$ cat config.mk
export PLATFORM = sky130hd
export DESIGN_NAME = ntt_intt_sched_flat
export DESIGN_NICKNAME = d
export VERILOG_FILES = /design/src/rtl/ntt_intt_sched_pkg.sv /design/src/rtl/ntt_intt_sched_if.sv /design/src/rtl/ntt_intt_sched_wb_delay.sv /design/src/rtl/ntt_intt_sched.sv /design/src/flat_wrapper.sv
export SDC_FILE = /design/constraint.sdc
export NUM_CORES = 1
export LEC_CHECK = 0
export CAP_MARGIN = 15
export CORE_ASPECT_RATIO = 1.5
export CORE_MARGIN = 2
export CORE_UTILIZATION = 60
export DETAILED_ROUTE_END_ITERATION = 16
export PLACE_DENSITY = 0.9
export SLEW_MARGIN = 20
export SYNTH_ARGS = -nofsm -noshare
export SYNTH_HDL_FRONTEND = slang
export SYNTH_SLANG_ARGS = --single-unit
$ cat constraint.sdc
create_clock -name clk_i -period 8.11 [get_ports clk_i]
set_clock_uncertainty 0.05 [all_clocks]
set_input_delay 0.811 -clock clk_i [delete_from_list [all_inputs] [get_ports clk_i]]
set_output_delay 0.811 -clock clk_i [all_outputs]
set_load 0.005 [all_outputs]
$ cat src/rtl/ntt_intt_sched_pkg.sv
`default_nettype none
// +----------------------------------------------------------------------+
// | ntt_intt_sched_pkg                                                   |
// | Shared types and constants for the Kyber NTT/INTT sequencer.         |
// | Rev 1.0                                                              |
// +----------------------------------------------------------------------+
package ntt_intt_sched_pkg;

  typedef enum logic [2:0] {
    ST_IDLE   = 3'd0,
    ST_BFLY   = 3'd1,
    ST_DRAIN  = 3'd2,
    ST_SCALE  = 3'd3,
    ST_SDRAIN = 3'd4,
    ST_DONE   = 3'd5
  } state_e;

  typedef enum logic [1:0] {
    OP_CT    = 2'd0,
    OP_GS    = 2'd1,
    OP_SCALE = 2'd2
  } op_e;

  localparam int N            = 256;
  localparam int NUM_LAYERS   = 7;
  localparam int BF_PER_LAYER = 128;

  localparam logic [6:0] NTT_ZETA_INIT  = 7'd1;
  localparam logic [6:0] INTT_ZETA_INIT = 7'd127;

  // Upper read address of butterfly bf_cnt when the half-span is 1<<lg.
  function automatic logic [7:0] bfly_addr_a(input logic [6:0] bf_cnt,
                                             input logic [2:0] lg);
    logic [7:0] cnt8;
    logic [7:0] mask;
    logic [3:0] sh;
    cnt8 = {1'b0, bf_cnt};
    mask = (8'd1 << lg) - 8'd1;
    sh   = {1'b0, lg} + 4'd1;
    return ((cnt8 >> lg) << sh) | (cnt8 & mask);
  endfunction

endpackage
`default_nettype wire

$ cat src/rtl/ntt_intt_sched_if.sv
`default_nettype none
// +----------------------------------------------------------------------+
// | ntt_intt_sched_if                                                    |
// | Control, issue and write-back bus between sequencer and datapath.    |
// | Rev 1.0                                                              |
// +----------------------------------------------------------------------+
interface ntt_intt_sched_if
  import ntt_intt_sched_pkg::*;
#(
  parameter int ADDR_W = 8,
  parameter int ZIDX_W = 7
);
  logic              start_i;
  logic              mode_i;
  logic              stall_i;
  logic              busy_o;
  logic              done_o;
  logic              bf_en_o;
  logic              bf_valid_o;
  logic [ADDR_W-1:0] addr_a_o;
  logic [ADDR_W-1:0] addr_b_o;
  logic [ZIDX_W-1:0] zeta_idx_o;
  op_e               op_o;
  logic              wb_valid_o;
  logic [ADDR_W-1:0] wb_addr_a_o;
  logic [ADDR_W-1:0] wb_addr_b_o;

  // The sequencer is the master of the issue/write-back streams.
  modport master (
    input  start_i, mode_i, stall_i,
    output busy_o, done_o, bf_en_o, bf_valid_o, addr_a_o, addr_b_o,
           zeta_idx_o, op_o, wb_valid_o, wb_addr_a_o, wb_addr_b_o
  );

  modport slave (
    output start_i, mode_i, stall_i,
    input  busy_o, done_o, bf_en_o, bf_valid_o, addr_a_o, addr_b_o,
           zeta_idx_o, op_o, wb_valid_o, wb_addr_a_o, wb_addr_b_o
  );

endinterface
`default_nettype wire

$ cat src/rtl/ntt_intt_sched_wb_delay.sv
`default_nettype none
// +----------------------------------------------------------------------+
// | ntt_intt_wb_delay                                                    |
// | Enabled shift register aligning write-back with the butterfly pipe.  |
// | Rev 1.0                                                              |
// +----------------------------------------------------------------------+
module ntt_intt_wb_delay #(
  parameter int DEPTH = 3,
  parameter int WIDTH = 17
) (
  input  logic             clk_i,
  input  logic             rst_i,
  input  logic             en_i,
  input  logic [WIDTH-1:0] d_i,
  output logic [WIDTH-1:0] q_o
);

  logic [WIDTH-1:0] stage_q [DEPTH];
  logic [WIDTH-1:0] stage_d [DEPTH];

  always_comb begin
    stage_d = stage_q;
    if (en_i) begin
      stage_d[0] = d_i;
      for (int i = 1; i < DEPTH; i++) begin
        stage_d[i] = stage_q[i-1];
      end
    end
  end

  always_ff @(posedge clk_i) begin
    if (rst_i) begin
      for (int i = 0; i < DEPTH; i++) begin
        stage_q[i] <= '0;
      end
    end else begin
      stage_q <= stage_d;
    end
  end

  assign q_o = stage_q[DEPTH-1];

endmodule
`default_nettype wire

$ cat src/rtl/ntt_intt_sched.sv
`default_nettype none
// +----------------------------------------------------------------------+
// | ntt_intt_sched                                                       |
// | Kyber NTT/INTT butterfly sequencer with write-back alignment.        |
// | Optional perf counter: define NTT_INTT_SCHED_PERF_EN.                |
// | Rev 1.0                                                              |
// +----------------------------------------------------------------------+
module ntt_intt_sched
  import ntt_intt_sched_pkg::*;
#(
  parameter int BF_LATENCY = 3,
  parameter int ADDR_W     = 8,
  parameter int ZIDX_W     = 7
) (
  input  logic clk_i,
  input  logic rst_i,
  ntt_intt_sched_if.master bus
`ifdef NTT_INTT_SCHED_PERF_EN
  ,
  output logic [15:0] perf_cycles_o
`endif
);

  localparam int DRAIN_W = 4;
  localparam int WB_W    = 1 + 2 * ADDR_W;

  state_e               state_q, state_d;
  logic                 mode_q, mode_d;
  logic [2:0]           layer_q, layer_d;
  logic [6:0]           bf_cnt_q, bf_cnt_d;
  logic [DRAIN_W-1:0]   drain_q, drain_d;
  logic [6:0]           zeta_q, zeta_d;

  logic                 busy;
  logic                 adv;
  logic                 issue;
  logic                 grp_last;
  logic                 drain_last;
  logic [2:0]           lg;
  logic [7:0]           len;
  logic [6:0]           grp_mask;
  logic [7:0]           addr_a;
  logic [7:0]           addr_b;
  logic [6:0]           zeta_out;
  op_e                  op_out;
  logic [WB_W-1:0]      wb_in;
  logic [WB_W-1:0]      wb_out;

  assign busy = (state_q == ST_BFLY)  || (state_q == ST_DRAIN) ||
                (state_q == ST_SCALE) || (state_q == ST_SDRAIN);
  assign adv  = busy & ~bus.stall_i;

  // NTT walks spans 128..2, INTT walks 2..128.
  assign lg         = mode_q ? (layer_q + 3'd1) : (3'd7 - layer_q);
  assign len        = 8'd1 << lg;
  assign grp_mask   = 7'(len - 8'd1);
  assign grp_last   = (bf_cnt_q & grp_mask) == grp_mask;
  assign drain_last = drain_q == DRAIN_W'(BF_LATENCY - 1);

  always_comb begin
    state_d  = state_q;
    mode_d   = mode_q;
    layer_d  = layer_q;
    bf_cnt_d = bf_cnt_q;
    drain_d  = drain_q;
    zeta_d   = zeta_q;
    issue    = 1'b0;
    addr_a   = '0;
    addr_b   = '0;
    zeta_out = '0;
    op_out   = OP_CT;

    case (state_q)
      ST_IDLE: begin
        if (bus.start_i) begin
          mode_d   = bus.mode_i;
          layer_d  = '0;
          bf_cnt_d = '0;
          drain_d  = '0;
          zeta_d   = bus.mode_i ? INTT_ZETA_INIT : NTT_ZETA_INIT;
          state_d  = ST_BFLY;
        end
      end

      ST_BFLY: begin
        issue    = 1'b1;
        addr_a   = bfly_addr_a(bf_cnt_q, lg);
        addr_b   = addr_a + len;
        zeta_out = zeta_q;
        op_out   = mode_q ? OP_GS : OP_CT;
        if (adv) begin
          bf_cnt_d = bf_cnt_q + 7'd1;
          if (grp_last) begin
            zeta_d = mode_q ? (zeta_q - 7'd1) : (zeta_q + 7'd1);
          end
          if (bf_cnt_q == 7'(BF_PER_LAYER - 1)) begin
            state_d = ST_DRAIN;
          end
        end
      end

      ST_DRAIN: begin
        if (adv) begin
          if (drain_last) begin
            drain_d = '0;
            if (layer_q < 3'(NUM_LAYERS - 1)) begin
              layer_d = layer_q + 3'd1;
              state_d = ST_BFLY;
            end else begin
              state_d = mode_q ? ST_SCALE : ST_DONE;
            end
          end else begin
            drain_d = drain_q + DRAIN_W'(1);
          end
        end
      end

      ST_SCALE: begin
        issue  = 1'b1;
        addr_a = {bf_cnt_q, 1'b0};
        addr_b = {bf_cnt_q, 1'b1};
        op_out = OP_SCALE;
        if (adv) begin
          bf_cnt_d = bf_cnt_q + 7'd1;
          if (bf_cnt_q == 7'(BF_PER_LAYER - 1)) begin
            state_d = ST_SDRAIN;
          end
        end
      end

      ST_SDRAIN: begin
        if (adv) begin
          if (drain_last) begin
            drain_d = '0;
            state_d = ST_DONE;
          end else begin
            drain_d = drain_q + DRAIN_W'(1);
          end
        end
      end

      ST_DONE: state_d = ST_IDLE;

      default: state_d = ST_IDLE;
    endcase
  end

  always_ff @(posedge clk_i) begin
    if (rst_i) begin
      state_q  <= ST_IDLE;
      mode_q   <= 1'b0;
      layer_q  <= '0;
      bf_cnt_q <= '0;
      drain_q  <= '0;
      zeta_q   <= '0;
    end else begin
      state_q  <= state_d;
      mode_q   <= mode_d;
      layer_q  <= layer_d;
      bf_cnt_q <= bf_cnt_d;
      drain_q  <= drain_d;
      zeta_q   <= zeta_d;
    end
  end

  assign wb_in = {issue, ADDR_W'(addr_a), ADDR_W'(addr_b)};

  ntt_intt_wb_delay #(
    .DEPTH (BF_LATENCY),
    .WIDTH (WB_W)
  ) u_wb_delay (
    .clk_i (clk_i),
    .rst_i (rst_i),
    .en_i  (adv),
    .d_i   (wb_in),
    .q_o   (wb_out)
  );

  assign bus.busy_o      = busy;
  assign bus.done_o      = state_q == ST_DONE;
  assign bus.bf_en_o     = adv;
  assign bus.bf_valid_o  = issue & ~bus.stall_i;
  assign bus.addr_a_o    = ADDR_W'(addr_a);
  assign bus.addr_b_o    = ADDR_W'(addr_b);
  assign bus.zeta_idx_o  = ZIDX_W'(zeta_out);
  assign bus.op_o        = op_out;
  assign bus.wb_valid_o  = wb_out[WB_W-1] & ~bus.stall_i;
  assign bus.wb_addr_a_o = wb_out[2*ADDR_W-1:ADDR_W];
  assign bus.wb_addr_b_o = wb_out[ADDR_W-1:0];

`ifdef NTT_INTT_SCHED_PERF_EN
  logic [15:0] perf_q, perf_d;

  // Counts from the first busy cycle up to and including the DONE cycle.
  always_comb begin
    perf_d = perf_q;
    if (state_q == ST_IDLE) begin
      if (bus.start_i) begin
        perf_d = '0;
      end
    end else begin
      perf_d = perf_q + 16'd1;
    end
  end

  always_ff @(posedge clk_i) begin
    if (rst_i) begin
      perf_q <= '0;
    end else begin
      perf_q <= perf_d;
    end
  end

  assign perf_cycles_o = perf_q;
`endif

endmodule
`default_nettype wire

$ cat src/flat_wrapper.sv
// flat-port wrapper written by rule: the top's interface ports become plain ports
module ntt_intt_sched_flat import ntt_intt_sched_pkg::*;
#(
  parameter int BF_LATENCY = 3,
  parameter int ADDR_W     = 8,
  parameter int ZIDX_W     = 7
)
  (clk_i, rst_i, bus_start_i, bus_mode_i, bus_stall_i, bus_busy_o, bus_done_o, bus_bf_en_o, bus_bf_valid_o, bus_addr_a_o, bus_addr_b_o, bus_zeta_idx_o, bus_op_o, bus_wb_valid_o, bus_wb_addr_a_o, bus_wb_addr_b_o);
  ntt_intt_sched_if #(.ADDR_W(ADDR_W), .ZIDX_W(ZIDX_W)) bus_i ();
  input  logic clk_i;
  input  logic rst_i;
  input wire logic [$bits(bus_i.start_i)-1:0] bus_start_i;
  input wire logic [$bits(bus_i.mode_i)-1:0] bus_mode_i;
  input wire logic [$bits(bus_i.stall_i)-1:0] bus_stall_i;
  output wire logic [$bits(bus_i.busy_o)-1:0] bus_busy_o;
  output wire logic [$bits(bus_i.done_o)-1:0] bus_done_o;
  output wire logic [$bits(bus_i.bf_en_o)-1:0] bus_bf_en_o;
  output wire logic [$bits(bus_i.bf_valid_o)-1:0] bus_bf_valid_o;
  output wire logic [$bits(bus_i.addr_a_o)-1:0] bus_addr_a_o;
  output wire logic [$bits(bus_i.addr_b_o)-1:0] bus_addr_b_o;
  output wire logic [$bits(bus_i.zeta_idx_o)-1:0] bus_zeta_idx_o;
  output wire logic [$bits(bus_i.op_o)-1:0] bus_op_o;
  output wire logic [$bits(bus_i.wb_valid_o)-1:0] bus_wb_valid_o;
  output wire logic [$bits(bus_i.wb_addr_a_o)-1:0] bus_wb_addr_a_o;
  output wire logic [$bits(bus_i.wb_addr_b_o)-1:0] bus_wb_addr_b_o;
  assign bus_i.start_i = bus_start_i;
  assign bus_i.mode_i = bus_mode_i;
  assign bus_i.stall_i = bus_stall_i;
  assign bus_busy_o = bus_i.busy_o;
  assign bus_done_o = bus_i.done_o;
  assign bus_bf_en_o = bus_i.bf_en_o;
  assign bus_bf_valid_o = bus_i.bf_valid_o;
  assign bus_addr_a_o = bus_i.addr_a_o;
  assign bus_addr_b_o = bus_i.addr_b_o;
  assign bus_zeta_idx_o = bus_i.zeta_idx_o;
  assign bus_op_o = bus_i.op_o;
  assign bus_wb_valid_o = bus_i.wb_valid_o;
  assign bus_wb_addr_a_o = bus_i.wb_addr_a_o;
  assign bus_wb_addr_b_o = bus_i.wb_addr_b_o;
  ntt_intt_sched #(.BF_LATENCY(BF_LATENCY), .ADDR_W(ADDR_W), .ZIDX_W(ZIDX_W)) u_core (.clk_i(clk_i), .rst_i(rst_i), .bus(bus_i));
endmodule
==> Yosys cells after proc, flatten, opt, wreduce, memory -nomap -nowiden <==
Index checks and enable logic that the tools add are counted.
{ "totals": {"regBits": 76, "in_bits": 5, "output_inout_bits": 46, "word_cells": 103} }
{ "op_classes": {"add_sub_neg": 9, "order_cmp": 1, "n_eq_ne": 21, "shifts": 3, "n_mux": 37, "bitwise": 7, "reduce_logical": 16} }
{ "op_table": {"columns": ["op", "n"], "rows": [
  ["7-bit 2-to-1 mux", 8],
  ["3-bit 2-to-1 mux", 16],
  ["8-bit case mux with 2 select lines", 2],
  ["7-bit case mux with 2 select lines", 2],
  ["2-bit != test, second input constant", 8],
  ["3-bit case mux with 5 select lines", 1],
  ["7-bit by 1-bit adder with 7-bit output, second input constant", 2],
  ["4-bit 2-to-1 mux", 3],
  ["2-bit by 1-bit != test with 1-bit output, second input constant", 5],
  ["9-bit AND reduction", 1],
  ["8-bit adder", 1],
  ["7-bit by 8-bit AND with 8-bit output", 1],
  ["8-bit OR", 1],
  ["4-bit case mux with 2 select lines", 1],
  ["2-bit nonzero test", 4],
  ["1-bit by 3-bit left shift with 8-bit output, first input constant", 1],
  ["8-bit by 4-bit left shift with 8-bit output", 1],
  ["7-bit by 3-bit >> shifter with 8-bit output", 1],
  ["8-bit by 1-bit subtractor with 8-bit output, second input constant", 1],
  ["7-bit AND", 1],
  ["7-bit equality test", 1],
  ["7-bit equality test, second input constant", 1],
  ["7-bit by 1-bit subtractor with 7-bit output, second input constant", 1],
  ["3-bit by 2-bit equality test with 1-bit output, second input constant", 2],
  ["20 further kinds", 28]
]} }

==> Logic depth before layout (Yosys ltp) <==
{ "depth": {"depth_word": 9, "mapped_depth": 19, "mapped_depth_nobuf": 18} }

==> Cells and area by module <==
Synthesis repeated with hierarchy kept, for this count alone.
{ "hier_totals": {"hier_cells": 564, "hier_area_um2": 4749.6} }
{ "by_module_without_submodules": {"columns": ["mod", "instances", "cells_each", "area_each_um2", "seq_area_each_um2"], "rows": [
  ["ntt_intt_sched", 1, 382, 2788.9, 500.5],
  ["ntt_intt_wb_delay", 1, 182, 1960.6, 1021.0]
]} }

==> Worst setup path after synthesis <==
OpenSTA, ideal clock, no wires.
{ "synth_path": {"kind": "flip-flop to output port", "from": "reg u_core.layer_q[1]", "to": "out bus_addr_b_o[7]", "t_arrival_ns": 3.697, "setup_slack_ns": 3.552, "path_stages_with_launch": 18, "path_buffers": 1, "cell_sequence": "dfxtp_1 > ha_1 > and2_1 > o21ai_1 > inv_1 > ha_1 > clkbuf_1 > o21ai_0 > o22ai_1 > ha_1 > a21o_1 > a21oi_1 > nand2b_1 > nor4_1 > nor2_1 > a31oi_1 > o31a_1 > nor2_1"} }
{ "synth_between": {"elab_chain_cells": 8, "word_cells_on_any_way": 12, "classes_between": "add/sub: 5; shift: 3; mux: 2; bitwise: 2"} }
{ "synth_rtl": {"columns": ["element", "line", "rtl"], "rows": [
  ["from (decl)", "ntt_intt_sched.sv:29", "logic [2:0] layer_q, layer_d;"],
  ["from (signal assigned)", "ntt_intt_sched.sv:159", "layer_q <= layer_d;"],
  ["3-bit subtractor or 3-bit by 1-bit adder with 3-bit output (tied branches)", "ntt_intt_sched.sv:54", "assign lg = mode_q ? (layer_q + 3'd1) : (3'd7 - layer_q);"],
  ["3-bit 2-to-1 mux (*)", "ntt_intt_sched.sv:54", null],
  ["1-bit by 3-bit left shift with 8-bit output", "ntt_intt_sched_pkg.sv:38, ntt_intt_sched.sv:55", null],
  ["8-bit by 1-bit subtractor with 8-bit output", null, null],
  ["7-bit by 8-bit AND with 8-bit output", "ntt_intt_sched_pkg.sv:40", "return ((cnt8 >> lg) << sh) | (cnt8 & mask);"],
  ["8-bit OR", "ntt_intt_sched_pkg.sv:40", null],
  ["8-bit adder (*)", "ntt_intt_sched.sv:88", "addr_b = addr_a + len;"],
  ["8-bit case mux with 2 select lines (*)", "ntt_intt_sched.sv:73", "case (state_q)"],
  ["to (decl)", "flat_wrapper.sv:20", "output wire logic [$bits(bus_i.addr_b_o)-1:0] bus_addr_b_o;"]
]} }
Every way passes the cells marked *; elsewhere a longest branch is shown, timed or not.

==> Worst setup path after layout <==
{ "layout_path": {"from": "reg u_core.layer_q[0]", "to": "out bus_addr_b_o[7]"} }
Same word-level chain as after synthesis.

==> impl_metrics.py <==
metrics = {
    "run_status": {
        "outcome": "complete, no violations",
    },
    "setup_path": {
        "critPathMaxFanout": 15,
        "r2r_start": "u_core.layer_q[0]",
        "slowest_delay_ps": 600,
        "path_cells": "ha_1, and2_1, o21ai_1, inv_1, ha_1, o21ai_0, o22ai_1, ha_1, a21o_1, a21oi_1, nand2b_1, nor4_1, nor2_1, a31oi_1, o31a_1, nor2_1, clkdlybuf4s50_1",
        "start_kind": "flip-flop",
        "crit_start": "u_core.layer_q[0]",
        "cp_num_cells": 17,
        "critical_path.top_delay_family": "compound AO/OA/AOI/OAI gates",
        "required_ps": 7250,
        "path_common_cell": "ha_1",
        "cp-end-kind": "primary output",
        "worst_path_max_delay_cell": "dfxtp_1",
        "reg2reg_to": "u_core.u_wb_delay.stage_q[41]",
        "crit_buf_inv": 2,
        "path_class": "reg2out",
        "r2r_setup_slack_ps": 3560,
        "crit_arrival_ps": 5160,
        "r2r_cells": 16,
        "crit_end": "bus_addr_b_o[7]",
    },
    "logic_synthesis": {
        "synth_flop_cell": "dfxtp_1",
        "synth_seq_area_share_pct": 33.4,
        "syn_inst": 609,
        "yosys.area.top_type": "dfxtp_1",
        "synthesis.nets": 635,
        "ys_async_sr_fraction_pct": 0,
        "yosysTopAreaCellShare_pct": 33.4,
        "synth.area.top_cells": "dfxtp_1 (33%), nand2_1 (9.3%), a21oi_1 (8.2%)",
        "yosysUniqueCellTypes": 62,
        "synth_edf_count": 0,
        "yosys_warnings": 0,
        "synthTopCellsByCount": "nand2_1 (113), dfxtp_1 (76), a21oi_1 (75)",
        "syn_area_per_cell_sq_um": 7.49,
        "syn_area_sq_mm": 0.00456,
        "ys_ff_latch": 76,
        "yosysMostFrequentCell": "nand2_1",
    },
    "cts": {
        "htree_levels": 3,
        "numCtsBuffers": 9,
        "insertion_delay_ps": 360,
        "cts-resized-gates": 0,
        "cts.sinks": 76,
        "cts_root_buf": "clkbuf_8",
        "postCtsSetupBuffers": 0,
        "tritoncts": "built",
        "holdBufCountCts": 0,
        "clk_pin_slew_ps": 80,
        "cts_buffer_depth": 2,
    },
    "sta": {
        "setup-violations-final": 0,
        "maxSlewHeadroom_pct": 32.9,
        "worst_slew_pin_slew_ps": 1010,
        "fin_tns_setup_ps": 0,
        "whs_ps": 405,
        "fin_ws_ps": 2090,
        "period_needed_ps": 6020,
        "slew_viol_final": 0,
        "hold_viol_final": 0,
        "post-route-period-util_pct": 74.3,
        "rsz0062_at_grt": "no",
        "timing.fmax_mhz": 166,
    },
    "floorplan": {
        "num_rows": 38,
        "start_util_pct": 62.3,
        "die_x_um": 75.2,
        "chipHeight_um": 111,
        "dieArea_sq_mm": 0.00833,
        "io_pins": 51,
        "placeableCoreArea_sq_mm": 0.00732,
    },
    "run": {
        "cap_violations": 0,
    },
    "detailed_routing": {
        "vias_per_cell": 5.85,
        "totalWireLength_um": 12100,
        "drt.antenna.violating_nets": 0,
        "route.detailed.wl_per_inst_um": 16.7,
        "drcViolationCount": 0,
        "dr.pass1.iters": 5,
        "vias": 4238,
        "drtIter0Drc": 327,
    },
    "placement": {
        "place_area_sq_mm": 0.00492,
        "port_buffers": 50,
        "place.gp.congestion": 0.999,
        "pre_cts_slack_ps": 2540,
        "dp_hpwl_um": 8740,
    },
    "power": {
        "ir_worst_vdd_mv": 0.204,
        "powerDensity_mw_per_mm2": 249,
        "power_leakage_uw": 0.00189,
    },
    "cells_and_area": {
        "nNetsFinal": 645,
        "areaGrowthSynthToFinish_pct": 12.9,
        "fillCellCount": 625,
        "n_antenna_cell": 0,
        "drive_above_1_share_pct": 5.45,
        "final_util_pct": 70.3,
        "fin_area_sq_mm": 0.00515,
    },
    "hold_path": {
        "whs_path_depth": 2,
        "min-delay-start": "u_core.u_wb_delay.stage_q[33]",
        "hp-class": "reg2reg",
    },
    "grt": {
        "grt_pass1_vias": 4173,
        "grt_first_pass_wirelength_um": 19700,
        "grt_use_total_pct": 30.2,
        "antenna_found_initial": 0,
        "grt_max_degree": 72,
        "grt.overflow.total": 0,
    },
}
[power breakdown]
group / total, uW / internal [uW] / switching, uW / leakage (uW)
registers: 463 / 407 / 55.7 / 0.000615
logic: 488 / 181 / 307 / 0.00117
clock network: 330 / 183 / 147 / 0.000106
total: 1280 / 771 / 510 / 0.00189
[logic make-up (layout without fill, tap and decap cells)]
group	count (synthesis)	count (layout)	share of synthesized area, %
compound gates	145	145	19.9
xor+xnor	21	21	4.45
fa+ha+maj	21	21	6.09
buf+inv	79	94	8.34
flops	76	76	33.4
mux	11	11	2.44
simple gates	256	256	25.4
[cells in the final DEF (no fill, tap or decap), types with 4 or more instances in the layout]
| master | n |
|---|---|
| o22ai_1 | 5 |
| o21ai_0 | 10 |
| buf_4 | 4 |
| or3_1 | 4 |
| inv_1 | 22 |
| nand4_1 | 5 |
| nor2b_1 | 7 |
| a21oi_1 | 75 |
| ha_1 | 19 |
| a311oi_1 | 5 |
| dfxtp_1 | 76 |
| a31oi_1 | 7 |
| or2_2 | 6 |
| and2_1 | 10 |
| clkdlybuf4s50_1 | 49 |
| clkbuf_8 | 10 |
| nand2b_1 | 10 |
| mux2i_1 | 10 |
| a21o_1 | 4 |
| nor2_1 | 66 |
| nor3_1 | 9 |
| xnor2_1 | 15 |
| nand3_1 | 11 |
| nand2_1 | 113 |
| xor2_1 | 5 |
[through the flow]
step                      power, uW  std cells
after floorplan                 812        609
after global placement          933        708
after detailed placement        949        708
after CTS                      1280        724
after global routing           1350        724
final                          1280        724
[tightest hold or removal path, delay by kind of cell (launching register included)]
| kind | cells | cell delay, ps |
|---|---|---|
| and+or+nand+nor | 1 | 50 |
| DFF | 1 | 310 |
| AOI/OAI and AO/OA | 1 | 50 |
[area by class of cell]
type	count	area (sq um)	share of cell area (%)
well taps	100	125	2.43
multi-input cells	454	2660	51.6
clock buffers	11	141	2.75
inverters	24	92.6	1.80
repair buffers	54	526	10.2
clock inverters	5	83.8	1.63
flip-flops and latches	76	1520	29.6
[layer usage]
| metal | up-vias | track usage [%] | wire length, um |
|---|---|---|---|
| met5 | - | 0 | 0 |
| met2 | 130 | 53.1 | 6480 |
| met4 | 0 | 13.7 | 438 |
| met3 | 41 | 5.91 | 510 |
| li1 | 2076 | - | - |
| met1 | 1991 | 33.7 | 4690 |
[how the worst min path moves through the flow]
stage                                         end
floorplan           u_core.u_wb_delay.stage_q[17]
global placement    u_core.u_wb_delay.stage_q[21]
detailed placement  u_core.u_wb_delay.stage_q[30]
CTS                      u_core.u_wb_delay.q_o[4]
global route             u_core.u_wb_delay.q_o[4]
finish              u_core.u_wb_delay.stage_q[33]
[registers in the layout, summed over array words and instances (netlist names)]
register,flops
u_core.drain_q,4
u_core.zeta_q,7
u_core.state_q,3
u_core.u_wb_delay.q_o,17
u_core.mode_q,1
u_core.u_wb_delay.stage_q,34
u_core.layer_q,3
u_core.bf_cnt_q,7
No activity file was read; power rests on OpenSTA's default activity.
